**config.mk**
```make
export PLATFORM = sky130hd
export DESIGN_NAME = echo_detector
export DESIGN_NICKNAME = d
export VERILOG_FILES = /design/src/rtl/echo_detector.sv
export SDC_FILE = /design/constraint.sdc
export NUM_CORES = 1
export LEC_CHECK = 0
export CAP_MARGIN = 20
export CORE_MARGIN = 2
export CORE_UTILIZATION = 55
export CTS_CLUSTER_DIAMETER = 40
export DETAILED_ROUTE_END_ITERATION = 8
export PLACE_DENSITY = 0.82
export SYNTH_ARGS = -nofsm -noshare
export SYNTH_HDL_FRONTEND = slang
export SYNTH_SLANG_ARGS = --single-unit
export TNS_END_PERCENT = 5
```
**constraint.sdc**
```tcl
create_clock -name clk -period 7.45 [get_ports clk]
set_input_delay 2.235 -clock clk [delete_from_list [all_inputs] [get_ports clk]]
set_output_delay 2.235 -clock clk [all_outputs]
set_load 0.005 [all_outputs]
```
**src/rtl/echo_detector.sv**
```systemverilog
// -----------------------------------------------------------------------------
// echo_detector
// Sonar/ultrasonic echo detector. After a ping (start) the block ignores
// blank_len samples, then listens for win_len samples looking for hits_req
// consecutive samples whose magnitude reaches threshold. It reports the index
// of the first sample of the qualifying run (tof), the largest magnitude seen
// while listening (peak) and whether an echo was found.
//
// Ports
//   clk, rst        system clock, synchronous active-high reset
//   ce_pcm, pcm_i   one-cycle sample strobe and signed sample
//   start           one-cycle ping-emission pulse (accepted in IDLE only)
//   mclear          synchronous abort/clear, wins over start
//   threshold       unsigned magnitude threshold
//   blank_len       samples ignored after start
//   win_len         listen-window length in samples
//   hits_req        consecutive hits needed (0 behaves as 1)
//   busy            measurement in progress
//   done            one-cycle completion pulse
//   echo_found      echo detected flag (held)
//   tof             run-start index, all-ones on timeout (held)
//   peak            maximum magnitude while listening (held)
// -----------------------------------------------------------------------------
module echo_detector #(
   parameter int DW = 16,
   parameter int CW = 16
) (
   input  logic                 clk,
   input  logic                 rst,
   input  logic                 ce_pcm,
   input  logic signed [DW-1:0] pcm_i,
   input  logic                 start,
   input  logic                 mclear,
   input  logic [DW-2:0]        threshold,
   input  logic [CW-1:0]        blank_len,
   input  logic [CW-1:0]        win_len,
   input  logic [2:0]           hits_req,
   output logic                 busy,
   output logic                 done,
   output logic                 echo_found,
   output logic [CW-1:0]        tof,
   output logic [DW-2:0]        peak
);

   typedef enum logic [1:0] {IDLE, BLANK, LISTEN, DONE} state_t;

   state_t        state_reg;
   logic [CW-1:0] cnt_reg;
   logic [2:0]    hit_reg;
   logic [CW-1:0] run_start_reg;
   logic          busy_reg;
   logic          done_reg;
   logic          echo_reg;
   logic [CW-1:0] tof_reg;
   logic [DW-2:0] peak_reg;

   // Window end at CW+1 bits so a large blank+window saturates instead of wrapping.
   logic [CW:0]   wend_sum;
   logic [CW-1:0] wend;
   assign wend_sum = {1'b0, blank_len} + {1'b0, win_len};
   assign wend     = wend_sum[CW] ? '1 : wend_sum[CW-1:0];

   logic [CW-1:0] cnt_inc;
   assign cnt_inc = (cnt_reg == '1) ? cnt_reg : cnt_reg + CW'(1);

   // Saturating magnitude: negating the most negative value overflows back to
   // itself (MSB still set), which is mapped to the largest positive magnitude.
   logic [DW-1:0] pcm_neg;
   logic [DW-2:0] mag;
   assign pcm_neg = -pcm_i;
   always_comb begin
      mag = pcm_i[DW-2:0];
      if (pcm_i[DW-1]) begin
         mag = pcm_neg[DW-1] ? '1 : pcm_neg[DW-2:0];
      end
   end

   logic [2:0] hreq;
   assign hreq = (hits_req == 3'd0) ? 3'd1 : hits_req;

   // The sample arriving in the cycle blanking ends is already a listen sample,
   // so back-to-back strobes never lose the first listened index.
   logic listening;
   assign listening = (state_reg == LISTEN) ||
                      ((state_reg == BLANK) && (cnt_reg >= blank_len));

   logic          over;
   logic [3:0]    hit_inc;
   logic [CW-1:0] run_idx;
   logic          detect;
   logic          timeout;
   assign over    = (mag >= threshold);
   assign hit_inc = {1'b0, hit_reg} + 4'd1;
   assign run_idx = (hit_reg == 3'd0) ? cnt_reg : run_start_reg;
   assign detect  = listening && ce_pcm && over && (hit_inc >= {1'b0, hreq});
   assign timeout = listening && (ce_pcm ? (cnt_inc >= wend) : (cnt_reg >= wend));

   always_ff @(posedge clk) begin
      if (rst || mclear) begin
         state_reg     <= IDLE;
         cnt_reg       <= '0;
         hit_reg       <= '0;
         run_start_reg <= '0;
         busy_reg      <= 1'b0;
         done_reg      <= 1'b0;
         echo_reg      <= 1'b0;
         tof_reg       <= '0;
         peak_reg      <= '0;
      end else begin
         case (state_reg)
            IDLE: begin
               done_reg <= 1'b0;
               if (start) begin
                  state_reg     <= BLANK;
                  busy_reg      <= 1'b1;
                  cnt_reg       <= '0;
                  hit_reg       <= '0;
                  run_start_reg <= '0;
                  peak_reg      <= '0;
                  echo_reg      <= 1'b0;
                  tof_reg       <= '0;
               end
            end
            BLANK, LISTEN: begin
               if (ce_pcm) begin
                  cnt_reg <= cnt_inc;
               end
               if (listening) begin
                  state_reg <= LISTEN;
                  if (ce_pcm) begin
                     if (mag > peak_reg) begin
                        peak_reg <= mag;
                     end
                     if (over) begin
                        hit_reg       <= hit_inc[2:0];
                        run_start_reg <= run_idx;
                     end else begin
                        hit_reg <= '0;
                     end
                  end
                  // Detection is evaluated first so it wins over a coincident window end.
                  if (detect) begin
                     state_reg <= DONE;
                     busy_reg  <= 1'b0;
                     done_reg  <= 1'b1;
                     echo_reg  <= 1'b1;
                     tof_reg   <= run_idx;
                  end else if (timeout) begin
                     state_reg <= DONE;
                     busy_reg  <= 1'b0;
                     done_reg  <= 1'b1;
                     echo_reg  <= 1'b0;
                     tof_reg   <= '1;
                  end
               end
            end
            DONE: begin
               done_reg  <= 1'b0;
               state_reg <= IDLE;
            end
            default: begin
               state_reg <= IDLE;
            end
         endcase
      end
   end

   assign busy       = busy_reg;
   assign done       = done_reg;
   assign echo_found = echo_reg;
   assign tof        = tof_reg;
   assign peak       = peak_reg;

endmodule
```
* Word-level counts from Yosys, hierarchy flattened
Cells that the tools add are included.
** Cells by class
- Add/sub/neg operators :: 4
- Magnitude comparators :: 6
- Eq/ne operators :: 10
- Muxes and demuxes :: 46
- Reduce and logical (&&, ||, !) cells :: 20
** Operator list (count)
- two-way mux 16 bit :: 11
- case mux 16 bit (2 select lines) :: 3
- two-way mux 15 bit :: 6
- greater-or-equal comparator 16 bit :: 3
- case mux 15 bit (2 select lines) :: 1
- adder 16 x 16 -> 17 bit :: 1
- adder 16 x 1 -> 16 bit (second input constant) :: 1
- equality test 16 bit (second input constant) :: 1
- negator 16 bit :: 1
- greater-or-equal comparator 15 bit :: 1
- > comparator 15 bit :: 1
- two-way mux 3 bit :: 5
- two-way mux 1 bit :: 13
- != test 2 bit (second input constant) :: 5
- AND reduction 5 bit :: 2
- AND reduction 4 bit :: 2
- zero test 3 bit :: 2
- case mux 1 bit (2 select lines) :: 3
- case mux 2 bit (3 select lines) :: 1
- case mux 3 bit (2 select lines) :: 1
- logical AND 1 bit :: 5
- adder 3 x 1 -> 4 bit (second input constant) :: 1
- equality test 2 bit (second input constant) :: 2
- greater-or-equal comparator 4 x 3 -> 1 bit :: 1
- other kinds (9) :: 13
** Storage, ports and cells
- Register bits after elaboration :: 71
- Output and inout bits :: 34
- Logic and storage cells :: 95

* Depth between registers and ports, before layout
- Word-level depth :: 9
- Gate-level depth with buffers :: 20
- Gate-level depth less buffers :: 19

* Least setup slack after synthesis
OpenSTA, ideal clock, no wires.
- Path kind :: input-to-reg
- Start point :: input blank_len[0]
- End point :: register tof_reg[0], in the netlist tof[0]
- Library setup time :: 0.072 ns
- Arrival :: 6.274 ns
- Required time :: 7.378 ns
- Slack :: 1.104 ns
- Stages :: 20
- Cells stage by stage :: ha_1 -> fa_1 -> a211oi_1 -> o21bai_1 -> or4b_1 -> a21oi_1 -> or2_2 -> clkbuf_1 -> clkbuf_1 -> nor2_1 -> ha_1 -> a211o_1 -> o211ai_1 -> o2111ai_1 -> a311oi_2 -> a211o_2 -> nor3_4 -> o32ai_4 -> buf_8 -> mux2i_1
** Between the ends
- Word-level cells in the longest chain between the ends :: 9
- Elaborated cells between the ends (all ways) :: 18
- Those cells by class :: add/sub: 1; order compare: 3; eq/ne: 2; mux: 5; reduce/logical: 7
** Ends and longest elaborated chain
- start: declaration :: RTL line 35 : input logic [CW-1:0] blank_len,
- branches (longest 9 deep; another with adder 16 x 16 -> 17 bit)
- end signal: assignment :: RTL line 147 : tof_reg <= run_idx;
- end: declaration :: RTL line 54 : logic [CW-1:0] tof_reg;
Parallel ways; which one is timed is not known. The select of a mux whose other input is x is not followed.
A chain may end at the register's enable or synchronous reset.

* Final worst setup path
- Start point :: input blank_len[1]
- End point :: register echo_reg, in the netlist echo_found
** Between the ends
- Word-level cells in the longest chain between the ends :: 9
- Elaborated cells between the ends (all ways) :: 18
- Those cells by class :: add/sub: 1; order compare: 3; eq/ne: 2; mux: 5; reduce/logical: 7
** Ends and longest elaborated chain
- branches (longest 9 deep; another with adder 16 x 16 -> 17 bit)
- end signal: assignment :: RTL line 120 : echo_reg <= 1'b0;
- end signal: assignment :: RTL line 146 : echo_reg <= 1'b1;
- end signal: assignment :: RTL line 152 : echo_reg <= 1'b0;
- end: declaration :: RTL line 53 : logic echo_reg;
Parallel ways; which one is timed is not known. The select of a mux whose other input is x is not followed.

==> results.md <==
* Yosys warnings at 0
* Top cell type's share of synthesized area at 21.52%
* Relative slew slack at 23.84%
* # rows at 40
* Routed wire length at 16.06 mm
* Post_cts resized at 0
* Final-report hold violation count at 0
* Static leakage at 3.451 nW
* Setup repair bufs after CTS at 0
* EDFF count, synth at 0
* Synth Flop Type: dfxtp_1
* HP Class: flip-flop to flip-flop
* Simple-Gate Fraction of Synth Area at 17.96%
* Post-route ant nets at 0
* Combinational fraction of design power at 26.8%
* Tmin final at 6.692 ns
* # nets final at 1070
* DR vias at 6103
* Die Width at 113.6 µm
* Mux share of post-synthesis cell area at 7.901%
* Fmax at 0.1494 GHz
* Mapped cell area at 6604 µm²
* Reg power frac at 34.2%
* Pre-CTS WS at 0.4417 ns
* Max_cap viols at 0
* Largest net degree at the start of global routing at 54
* Antenna violations before repair at 0
* Clock power share at 39.1%
* Outcome: complete, no violations
* Area delta synth->final at 20.80%
* Slowest CP cell: clkdlybuf4s50_1
* Io pins at 105
* Share of layout cells above drive strength 1 at 6.667%
* Seq/Total Area, Yosys at 21.52%
* Maximum VDD drop at 0.09599 mV
* Remaining global-route overflow at 0
* Compound-gate portion of the synthesized area at 20.80%
* Clk buf depth at 2
* Initial core utilization at 55.68%
* Gr usage total at 25.48%
* Worst setup EP type: flip-flop
* Main combinational cell family by area after synthesis: compound AO/OA/AOI/OAI gates
* Commonest non-fill, non-tap cells in the layout: clkdlybuf4s50_1, ha_1, nand2_1
* Clock Skews at 0.004482 ns
* CTS tree: done
* Power density over the cells at 141.0 nW/µm²
* Vias in the first global route at 5788
* Diodes inserted at 0
* CP Max Fanout at 17
* RSZ-0062 raised after global routing: false
* # port buffers at 104
* Die height at 113.6 µm
* Synth Area in Adders at 19.82%
* WS Path Type: primary input to flip-flop
* Cells along the critical path: clkdlybuf4s50_1, ha_1, a21o_1, a21oi_1, o21bai_1, a31oi_1, o31a_1, nor3_1, or3_1, a21oi_1, ha_1, nand4_1, or3_1, a21oi_1, o22ai_1, a211o_2, nor3_4, o32ai_4, buf_4, a32o_1
* Mapped Nets at 982
* Initial DRC Count at 453
* CP peak stage delay at 0.48 ns
* Overall Power at 1.125 mW
* Clk_lat worst skew at 0.33 ns
* Yosys top cell by area: dfxtp_1
* Number of remaining DRC errors at 0
* Worst EP arrival at 6.92 ns
* Sw Ratio at 30.39%
* Power Internal at 0.7832 mW
* H-tree depth at 3
* Final Cycle Share at 89.82%
* Finished Cell Area at 7978 µm²
* First-pass DRT Iterations at 5
* Unique masters post-synth at 78
* Commonest non-fill, non-tap cell in the layout: clkdlybuf4s50_1
* Final Wtd Congestion at 0.9469
* Synth async-reset ratio at 0%
* Core area at 11860 µm²
* Post-DP HPWL at 12.76 mm
* CP dominant cell by count: a21oi_1
* DIE AREA at 12900 µm²
* Final setup margin at 0.7582 ns
* Vias per cell at 5.829
* CTS Root Buffer Type: clkbuf_16
* Fill cell count at 988
* TritonCTS buffer count at 9
* Switching power at 0.3420 mW
* Routed len/inst at 15.34 µm
* First-pass GRT wire length at 27.23 mm
* Clock sinks at 71
* Post-Syn Area per Cell at 8.183 µm²
* Syn Inst Count at 807
* Placed inst area at 7674 µm²
* Synth top area cells: dfxtp_1, ha_1, nand2_1
* Clock transition at path regs at 0.06 ns
* Setup TNS at 0 ns
* CP required at 7.67 ns
* Xor and xnor area share after synthesis at 5.040%
* Slew @ Worst Pin at 1.136 ns
* CP Launch Type: primary input
* Setup violations, final at 0
* Hold Buf Count CTS at 0
* #FFs+latches synth at 71
* Slew Viols, Final at 0
[worst max-delay path: cells and delay by family]
family | cells | cell delay, ns
buffers and inverters | 2 | 0.76
AO/OA/AOI/OAI | 11 | 2.30
AND/OR/NAND/NOR | 5 | 1.11
adder cells (fa/ha/maj) | 2 | 0.52
[synth_stat cells, types with 4 or more instances]
library cell / number
o2111ai_1: 4
nand2_1: 92
nor3_1: 8
a21oi_1: 42
a21o_1: 8
nand2b_1: 14
inv_1: 67
and3_1: 6
a22oi_1: 14
o211ai_1: 23
xnor2_1: 16
nand3_1: 13
or3_1: 6
clkbuf_1: 20
o21a_1: 9
nor2_1: 64
dlygate4sd3_1: 4
dfxtp_1: 71
o31ai_1: 4
a31oi_1: 5
a22o_1: 14
mux2i_1: 33
o21ai_0: 33
ha_1: 103
nor2b_1: 7
mux2_2: 17
a211oi_1: 7
nand4_1: 12
xor2_1: 22
[final timing paths]
path         slack, ns    endpoint  cells past startpoint         start
max               0.76  echo_found                     20  blank_len[1]
min               0.46      tof[3]                      2        tof[3]
max reg2reg       3.13  echo_found                     16    cnt_reg[1]
min reg2reg       0.46      tof[3]                      2        tof[3]
[per-layer routing]
| layer | global-route usage, % | wire (µm) | up-vias |
|---|---|---|---|
| li1 | - | - | 3071 |
| met1 | 35.48 | 7677 | 2841 |
| met2 | 41.00 | 7342 | 171 |
| met3 | 3.773 | 759 | 20 |
| met4 | 7.642 | 278 | 0 |
| met5 | 0 | 0 | - |
[power by group through the flow]
stage | logic (mW) | registers, mW | clock network [mW]
2_1_floorplan | 0.200 | 0.393 | 0
3_3_place_gp | 0.289 | 0.393 | 0
3_5_place_dp | 0.295 | 0.393 | 0
4_1_cts | 0.299 | 0.385 | 0.443
5_1_grt | 0.338 | 0.385 | 0.462
6_report | 0.301 | 0.385 | 0.440
[logic make-up after synthesis]
kind of cell	Yosys count
AO/OA/AOI/OAI	197
AND/OR/NAND/NOR	247
flip-flops	71
multiplexers	50
adder cells (fa/ha/maj)	104
XOR/XNOR	38
buffers and inverters	100
[cell type report]
cell class / instances / area [µm²] / share of cell area (%)
flip-flops and latches: 71 / 1421 / 17.82
clock buffers: 9 / 225.2 / 2.823
clock inverters: 7 / 78.83 / 0.9881
repair buffers: 110 / 1086 / 13.61
well taps: 147 / 183.9 / 2.306
multi-input cells: 636 / 4731 / 59.30
inverters: 67 / 251.5 / 3.152
[stage by stage]
step,hold slack (ns),util [%],instances
6_report,0.4562,67.26,1047
5_1_grt,0.4737,67.26,1047
4_1_cts,0.4617,67.26,1047
3_5_place_dp,0.4532,64.69,1031
3_3_place_gp,0.4470,64.69,1031
2_1_floorplan,0.4437,-,807
Power figures use the tool's default switching activity.
